## src/rtl/aes_req_arbiter.sv

```systemverilog
// aes_req_arbiter
//   Shares one aes256_fifo datapath between two block-stream requesters.
//   Input blocks are granted round-robin, one 128-bit block per grant. The
//   requester ID of every accepted block is queued in an in-order tag FIFO so
//   each output block is returned to the requester that submitted it. A small
//   sequencer (RST_AES / RUN / DRAIN) quiesces the core on flush_req and
//   pulses aes_rst before resuming.
//
// Ports
//   clk, rst_n                 clock (rising edge), async active-low reset
//   reqN_in_valid/ready/block  requester N input block stream (N = 0, 1)
//   reqN_out_valid/ready/block requester N output block stream
//   aes_in_valid/ready/block   muxed input stream to the core
//   aes_out_valid/ready/block  output stream from the core
//   aes_fifo_empty             core holds no blocks
//   aes_rst                    registered active-high core reset
//   flush_req                  level request: drain and reset the core
//   flush_done                 one-cycle pulse when a flush completes
//   busy                       blocks in flight, or not in RUN
//   blk_cnt0/blk_cnt1          accepted-block counters (AES_ARB_STATS_EN only)
//
// Build option
//   AES_ARB_STATS_EN           adds blk_cnt0/blk_cnt1 per-requester counters
module aes_req_arbiter #(
    parameter int TAG_DEPTH = 8,
    parameter int TAG_AW    = 3
) (
    input  logic         clk,
    input  logic         rst_n,
    input  logic         req0_in_valid,
    output logic         req0_in_ready,
    input  logic [127:0] req0_in_block,
    output logic         req0_out_valid,
    input  logic         req0_out_ready,
    output logic [127:0] req0_out_block,
    input  logic         req1_in_valid,
    output logic         req1_in_ready,
    input  logic [127:0] req1_in_block,
    output logic         req1_out_valid,
    input  logic         req1_out_ready,
    output logic [127:0] req1_out_block,
    output logic         aes_in_valid,
    input  logic         aes_in_ready,
    output logic [127:0] aes_in_block,
    input  logic         aes_out_valid,
    output logic         aes_out_ready,
    input  logic [127:0] aes_out_block,
    input  logic         aes_fifo_empty,
    output logic         aes_rst,
    input  logic         flush_req,
    output logic         flush_done,
    output logic         busy
`ifdef AES_ARB_STATS_EN
    ,
    output logic [31:0]  blk_cnt0,
    output logic [31:0]  blk_cnt1
`endif
);

    typedef enum logic [1:0] {
        RST_AES = 2'd0,
        RUN     = 2'd1,
        DRAIN   = 2'd2
    } state_t;

    localparam logic [TAG_AW:0] COUNT_FULL = (TAG_AW + 1)'(TAG_DEPTH);

    state_t             state;
    state_t             next_state;

    logic               rr_last;
    logic               hold_q;
    logic               hold_id;
    logic               flush_armed;
    logic               from_drain;

    logic               tag_mem [TAG_DEPTH];
    logic [TAG_AW-1:0]  wr_ptr;
    logic [TAG_AW-1:0]  rd_ptr;
    logic [TAG_AW:0]    count;

    logic               rr_pick;
    logic               gnt_id;
    logic               gnt_valid;
    logic               head;
    logic               has_head;
    logic               push;
    logic               pop;

    // ------------------------------------------------------------------
    // Sequencer
    // ------------------------------------------------------------------
    always_comb begin
        next_state = state;
        case (state)
            RST_AES: next_state = RUN;
            RUN:     if (flush_req && flush_armed) next_state = DRAIN;
            DRAIN:   if ((count == '0) && aes_fifo_empty) next_state = RST_AES;
            default: next_state = RST_AES;
        endcase
    end

    always_ff @(posedge clk or negedge rst_n) begin
        if (!rst_n) begin
            state       <= RST_AES;
            aes_rst     <= 1'b1;
            from_drain  <= 1'b0;
            flush_done  <= 1'b0;
            flush_armed <= 1'b1;
        end else begin
            state       <= next_state;
            aes_rst     <= (next_state == RST_AES);
            // from_drain is high only during an RST_AES cycle reached via DRAIN
            from_drain  <= (state == DRAIN) && (next_state == RST_AES);
            flush_done  <= (state == RST_AES) && from_drain;
            // A level flush_req must be seen low before it can start another flush
            if (!flush_req)
                flush_armed <= 1'b1;
            else if ((state == RUN) && (next_state == DRAIN))
                flush_armed <= 1'b0;
        end
    end

    // ------------------------------------------------------------------
    // Input arbitration
    // ------------------------------------------------------------------
    always_comb begin
        rr_pick = (req0_in_valid && req1_in_valid) ? ~rr_last : req1_in_valid;
        // A stalled offer keeps its grant so valid/data stay stable to the core
        gnt_id        = hold_q ? hold_id : rr_pick;
        gnt_valid     = gnt_id ? req1_in_valid : req0_in_valid;
        aes_in_valid  = gnt_valid && (state == RUN) && (count != COUNT_FULL);
        aes_in_block  = gnt_id ? req1_in_block : req0_in_block;
        push          = aes_in_valid && aes_in_ready;
        req0_in_ready = push && !gnt_id;
        req1_in_ready = push && gnt_id;
    end

    always_ff @(posedge clk or negedge rst_n) begin
        if (!rst_n) begin
            rr_last <= 1'b1;
            hold_q  <= 1'b0;
            hold_id <= 1'b0;
        end else begin
            hold_q  <= aes_in_valid && !aes_in_ready;
            hold_id <= gnt_id;
            if (push)
                rr_last <= gnt_id;
        end
    end

    // ------------------------------------------------------------------
    // Tag FIFO and output routing
    // ------------------------------------------------------------------
    always_comb begin
        has_head       = (count != '0);
        head           = tag_mem[rd_ptr];
        aes_out_ready  = has_head && (head ? req1_out_ready : req0_out_ready);
        req0_out_valid = has_head && !head && aes_out_valid;
        req1_out_valid = has_head && head && aes_out_valid;
        req0_out_block = aes_out_block;
        req1_out_block = aes_out_block;
        pop            = aes_out_valid && aes_out_ready;
        busy           = has_head || (state != RUN);
    end

    always_ff @(posedge clk) begin
        if (push)
            tag_mem[wr_ptr] <= gnt_id;
    end

    always_ff @(posedge clk or negedge rst_n) begin
        if (!rst_n) begin
            wr_ptr <= '0;
            rd_ptr <= '0;
            count  <= '0;
        end else if (state == RST_AES) begin
            wr_ptr <= '0;
            rd_ptr <= '0;
            count  <= '0;
        end else begin
            if (push)
                wr_ptr <= wr_ptr + TAG_AW'(1);
            if (pop)
                rd_ptr <= rd_ptr + TAG_AW'(1);
            case ({push, pop})
                2'b10:   count <= count + (TAG_AW + 1)'(1);
                2'b01:   count <= count - (TAG_AW + 1)'(1);
                default: count <= count;
            endcase
        end
    end

`ifdef AES_ARB_STATS_EN
    // ------------------------------------------------------------------
    // Per-requester accepted-block counters
    // ------------------------------------------------------------------
    always_ff @(posedge clk or negedge rst_n) begin
        if (!rst_n) begin
            blk_cnt0 <= '0;
            blk_cnt1 <= '0;
        end else if (state == RST_AES) begin
            blk_cnt0 <= '0;
            blk_cnt1 <= '0;
        end else begin
            if (push && !gnt_id)
                blk_cnt0 <= blk_cnt0 + 32'd1;
            if (push && gnt_id)
                blk_cnt1 <= blk_cnt1 + 32'd1;
        end
    end
`endif

endmodule

```

## config.mk

```make
export PLATFORM = sky130hd
export DESIGN_NAME = aes_req_arbiter
export DESIGN_NICKNAME = d
export VERILOG_FILES = /design/src/rtl/aes_req_arbiter.sv
export SDC_FILE = /design/constraint.sdc
export NUM_CORES = 1
export LEC_CHECK = 0
export ABC_AREA = 1
export CAP_MARGIN = 20
export CORE_AREA = 2 2 307 309
export DETAILED_ROUTE_END_ITERATION = 6
export DIE_AREA = 0 0 309 311
export GPL_ROUTABILITY_DRIVEN = 0
export GPL_TIMING_DRIVEN = 0
export SYNTH_ARGS = -nofsm -noshare
export SYNTH_HDL_FRONTEND = slang
export SYNTH_SLANG_ARGS = --single-unit
```

## constraint.sdc

```tcl
create_clock -name clk -period 2 [get_ports clk]
set_input_delay 0.4 -clock clk [delete_from_list [all_inputs] [get_ports clk]]
set_output_delay 0.4 -clock clk [all_outputs]
set_load 0.02 [all_outputs]
```

==> results.md, run 1 <==
* Status: finished, violations left
* Failing checks: setup timing
* Final WL at about 59000 µm
* Clk root buf: clkbuf_16
* Num CTS Buffers at 3
* FILL cells at about 11000
* Most frequent cell after synthesis: nand2_1
* Rel. slew slack at between 40% and 50%
* Top Ports at between 700 and 800
* RR Startpoint: rr_last
* Syn nets at 1233
* Max Cap Viol at 0
* Hold-fix buffers at CTS at 0
* Sw frac at approximately half
* Min-delay src: rr_last
* Final HPWL DP at between 50000 and 60000 µm
* CP peak stage delay at 530 ps
* Worst Path Max Fanout at 6
* I/O Buffers at between 600 and 700
* Worst setup EP type: output port
* RSZ-0062 raised after global routing: true
* Critical Path AT at approximately 2200 ps
* Top cells by count, synth: nand2_1 (417), buf_4 (256), inv_1 (28)
* Startpoint class of the critical path: flop
* Share of cells above drive strength 1 at 46.65%
* Worst path cell trace: inv_2, o211ai_1, nand2_4, buf_12, clkinv_8, buf_12, buf_16, buf_8, buf_8, nand2_4, nand2_4, buf_6
* # rows at approximately 110
* Residual DRC at 0
* Clock Sinks at 27
* Power Density at ~860 nW/µm²
* Worst-path clk slew at 70 ps
* Seq pwr share at 6.6%
* Drt pass-1 iters at 4
* Crit-path most repeated cell: nand2_4
* Die area at about 96000 µm²
* Final nets at 1950
* Number of synthesis warnings at 0
* Post-synth EDFFs at 8
* Slew Limit Fails at 0
* Flops & latches, synth at 27
* Int Power at ~0.0068 W
* Max Buffers Root-to-Sink at 2
* Final Hold Fails at 0
* Tot Pwr at ~0.013 W
* Total core area at 92770 µm²
* VDD IR max at slightly above 0.0004 V
* Critical path's slowest cell: dfstp_2
* Async S/R FF share, synth at a little over two thirds
* Vias per cell at 2.795
* Area contributors post-synth: buf_4 (39%), nand2_1 (32%), dfrtp_1 (8.1%), edfxtp_1 (4.8%), inv_1 (2.1%)
* CTS H-Tree Depth at 1
* HP Class: reg2reg
* Die width at 309 µm
* Setup slack after layout at -594.9 ps
* Worst skew pair latency at between 200 and 300 ps
* Ys flop type: dfrtp_1
* Avg Cell Area, Syn at around 5.9 µm²
* Global-route wire length before repair at around 71000 µm
* Die H at approximately 310 µm
* Synth cell types at 29
* Slew @ Worst Pin at approximately 900 ps
* Vias in the first global route at a little under 8000
* Clock Skew at around 3.3 ps
* Starting Density at around 5.3%
* Final ANT Viol Nets at 0
* Final worst-path cycle share at 129.7%
* Mapped Area at 4959 µm²
* Gr usage total at 11.19%
* Area delta synth->final at 216.6%
* Comb power frac at 89.8%
* Sw Pwr at 0.006639 W
* Worst setup path startpoint: rr_last
* DR WL/cell at approximately 21 µm
* Via Count at 7880
* Synth top area share at between 30% and 40%
* Initial antenna violation count at 29
* Clock power share at around 3.5%
* Largest net degree at the start of global routing at 20
* Endpoints failing setup at 133
* Cells after synthesis at roughly 830
* Post-synthesis sequential area ratio at between 10% and 20%
* Pleak at ~7.1 nW
* Worst EP required at ~1600 ps
* TritonCTS clock tree: yes
* Place WS at -2459 ps
* GRT overflow at 0
* Max Fclk at just under 0.4 GHz
* Fin crit period at between 2000 and 3000 ps
* Largest area contributor in the netlist: buf_4
* Setup CP Type: reg2out
* DRT iter0 DRCs at ~320
## critical path: cells and delay by family, from the launching register on
kind	cells	cell delay, ps
compound gates	1	270
flops	1	530
buf+inv	8	870
simple gates	3	240
## per-layer routing
metal,track usage [%],part of all wire [%]
met2,18.27,45
met1,13.46,40
met4,1.975,2.6
met3,5.163,12
met5,0,0.15
## kinds of logic (layout without fill, tap and decap cells)
kind of cell	count (synthesis)	count (layout)	share of synthesized area, %
flip-flops	27	27	14.51
other	0	15	0
AO/OA/AOI/OAI	18	18	1.943
AND/OR/NAND/NOR	465	465	37.80
buffers and inverters	317	1033	43.98
XOR/XNOR	2	2	0.3533
adder cells (fa/ha/maj)	5	5	1.413
## path summary, 6_finish.rpt
kind	depth (start not counted)	end	slack [ps]
worst max-delay path	12	aes_in_block[60]	-590
worst min-delay path	2	rr_last	460
worst max register to register	15	count[3]	-380
min in group asynchronous	1	from_drain	630
max in group asynchronous	1	count[1]	770
worst min register to register	2	rr_last	460
## cells in the final DEF (no fill, tap or decap), drive strengths merged, types with 12 or more instances in the layout
master         count
nor2              17
diode             15
clkdlybuf4s50    520
dfrtp             16
clkbuf            24
nand3             20
nand2            423
buf              450
inv               32
o21ai             12
## flip-flops by register name (all words and copies together) (netlist names)
name and cells:
wr_ptr 3, hold_id 1, state 2, count 4, rd_ptr 3, rr_last 1
hold_q 1, tag_mem 8, flush_done 1, aes_rst 1, from_drain 1, flush_armed 1
## metrics by stage
stage / area (µm²) / util, % / TNS (ps) / std cells / hold slack (ps)
floorplan: 4974 / - / -145.9 / 834 / 104.4
global placement: 13130 / 14.15 / -248250 / 2746 / 463.2
detailed placement: 13130 / 14.15 / -250510 / 2746 / 465.1
CTS: 14530 / 15.66 / -73340 / 2783 / 465.7
global route: 15680 / 16.90 / -77930 / 2811 / 488.7
finish: 15700 / 16.92 / -65510 / 2819 / 458.1
## power by group through the flow
stage | clock network, W | registers, W | logic (W)
after CTS | 0.000483 | 0.000877 | 0.0106
after global routing | 0.000511 | 0.000918 | 0.0128
after floorplan | 0 | 0.000871 | 0.00407
after global placement | 0 | 0.000881 | 0.00847
after detailed placement | 0 | 0.000886 | 0.00850
final | 0.000475 | 0.000894 | 0.0121
## area by class of cell
| cell class | instances | area, µm² | area share (%) |
|---|---|---|---|
| Timing Repair Buffer | 715 | 7547 | 48.08 |
| Multi-Input combinational cell | 490 | 3183 | 20.28 |
| Buffer | 282 | 2409 | 15.34 |
| Tap cell | 1254 | 1569 | 9.995 |
| Sequential cell | 27 | 725.7 | 4.623 |
| Inverter | 32 | 142.6 | 0.9087 |
| Clock buffer | 3 | 75.07 | 0.4782 |
| Antenna cell | 15 | 37.54 | 0.2391 |
| Clock inverter | 1 | 8.758 | 0.05579 |
## repair_timing
| item | in CTS | in global routing |
|---|---|---|
| setup endpoints to repair | 147 | 148 |
| buffers inserted | 21 | 22 |
| gates resized for setup | 910 | 345 |
| gates cloned | 13 | 6 |
| endpoints found under the hold margin | 0 | 0 |
| pin swaps | 13 | 37 |
Note: power is estimated with default switching activity, not from simulation.
==> run 2, diff against run 1 <==
- CORE_AREA: 2 2 307 309 -> 4 4 300 302
- DIE_AREA: 0 0 309 311 -> 0 0 304 306
- SKIP_CTS_REPAIR_TIMING: unset -> 1
==> run 2 against run 1 <==
The run still ends with setup timing left. Clock skew shrank 1.6 ps. Via count shrank 1.1%. First-iteration DRC count grew 7.4%. Flip-flop and latch count is the same. Routed wire length grew 5.4%. Largest cell class unchanged.
==> results.md, run 2 (synthesis results as in run 1) <==
* Status: finished, violations left
* Failing checks: setup timing
* Clk root buf: clkbuf_16
* Rel. slew slack at about 39%
* Largest net degree at the start of global routing at 20
* Top Registers: tag_mem (8), count (4)
* Most frequent cells in the layout: clkdlybuf4s50_1 (521), buf_4 (295), nand2_1 (233), nand2_2 (108), buf_6 (84)
* WHS Endpoint: rr_last
* Fin crit period at around 2500 ps
* TritonCTS clock tree: yes
* Area delta synth->final at 202.0%
* RSZ-0062 raised after global routing: true
* Residual DRC at 0
* Via Count at about 8000
* Place WS at -2352 ps
* Most flop-heavy register: tag_mem
* Worst-path clk slew at ~70 ps
* Drt pass-1 iters at 4
* Worst setup EP type: output port
* Fin area at between 10000 and 15000 µm²
* Max Cap Viol at 0
* Top Ports at around 790
* Global-route wire length before repair at around 74000 µm
* Initial antenna violation count at around 50
* Vias in the first global route at 7612
* I/O Buffers at about 660
* Setup CP Type: reg2out
* Hold path depth at 2
* Worst skew pair latency at about 270 ps
* Commonest non-fill, non-tap cell in the layout: clkdlybuf4s50_1
* Final worst-path cycle share at 127.2%
* Final ANT Viol Nets at 0
* Total core area at 87690 µm²
* Pleak at about 6.8 nW
* Share of cells above drive strength 1 at around 44%
* DRT iter0 DRCs at between 300 and 400
* Slew @ Worst Pin at 907.3 ps
* Max FFs per register at 8
* Min-delay src: rr_last
* R2r setup slk at -370 ps
* RR Startpoint: rr_last
* Placement Cell Area at approximately 13000 µm²
* Startpoint class of the critical path: flop
* Clock Skew at around 1.8 ps
* FILL cells at 9911
* Clock Sinks at 27
* Final HPWL DP at 56450 µm
* # rows at 109
* Final WL at ~63000 µm
* Post-Route Utilization at 17.07%
* HP Class: reg2reg
* Die width at approximately 300 µm
* DR WL/cell at approximately 23 µm
* Register area at roughly 720 µm²
* CTS H-Tree Depth at 1
* VDD IR max at between 0.0004 and 0.0005 V
* Die H at between 300 and 400 µm
* Vias per cell at ~2.9
* Final nets at around 1900
* Worst Path Max Fanout at 10
* Slew Limit Fails at 0
* GRT overflow at 0
* Worst EP required at about 1600 ps
* Fin Hold WS at approximately 470 ps
* Reg2reg path depth at 15
* Endpoints failing setup at about 130
* Num CTS Buffers at 3
* Die area at ~93000 µm²
* RR Endpoint: count[3]
* Max Buffers Root-to-Sink at 2
* Power Density at roughly 820 nW/µm²
* Gr usage total at between 10% and 20%
* Critical Path AT at about 2100 ps
* Setup slack after layout at -544.4 ps
* Final Hold Fails at 0
* Max Fclk at 0.3930 GHz
* Area of the multi-input gates at between 3000 and 4000 µm²
* Starting Density at 5.654%
==> run 2: changes by cell type in the layout (fill, tap and decap cells not counted), sizes merged, moves of 2 or more <==
cell | before | now
dlymetal6s2s | 3 | 7
diode | 15 | 23
dlygate4sd2 | 2 | 0
buf | 450 | 422
clkbuf | 24 | 38
==> run 2: final cells by class <==
class	instances	area share, %
multi-input cells	490	20.18
clock buffers	4	0.5264
repair buffers	699	47.66
diodes	23	0.3844
flip-flops and latches	27	4.838
inverters	32	1.028
plain buffers	285	15.64
well taps	1165	9.735
==> run 2: metal layers <==
layer | part of all wire, % | vias up | global-route usage (%)
met3 | 11 | 87 | 5.125
met1 | 43 | 3461 | 15.63
met4 | 2.9 | 24 | 3.533
met5 | 0.25 | - | 0
met2 | 43 | 528 | 17.91
li1 | - | 3695 | -
==> run 2: through the flow <==
stage	total power [W]	TNS, ps	instances
global placement	0.009387	-233170	2657
CTS	0.009926	-234130	2661
global route	0.01313	-70370	2717
detailed placement	0.009416	-235670	2657
floorplan	0.004940	-145.9	834
finish	0.01234	-57630	2725
==> run 2: how the worst max path moves through the flow <==
stage / startpoint / endpoint
3_3_place_gp: req0_in_valid / aes_in_block[19]
6_report: rr_last / aes_in_block[47]
5_1_grt: rr_last / aes_in_block[94]
2_1_floorplan: rr_last / count[3]
3_5_place_dp: req0_in_valid / aes_in_block[19]
4_1_cts: req0_in_valid / aes_in_block[19]
==> run 2: worst max-delay path, cell delays in order (launching register included) <==
cell and delay [ps]:
dfstp_2 530, inv_2 30, o211ai_1 230, nand2_2 120, buf_12 160, buf_12 160, clkbuf_4 230, nand2_1 100
nand2_2 100, buf_4 170
==> run 2: power breakdown <==
| part | total (W) | internal, W | switching (W) |
|---|---|---|---|
| clock network | 0.000468 | 0.000274 | 0.000194 |
| registers | 0.000885 | 0.000753 | 0.000132 |
| logic | 0.0110 | 0.00505 | 0.00594 |
| total | 0.0123 | 0.00608 | 0.00626 |
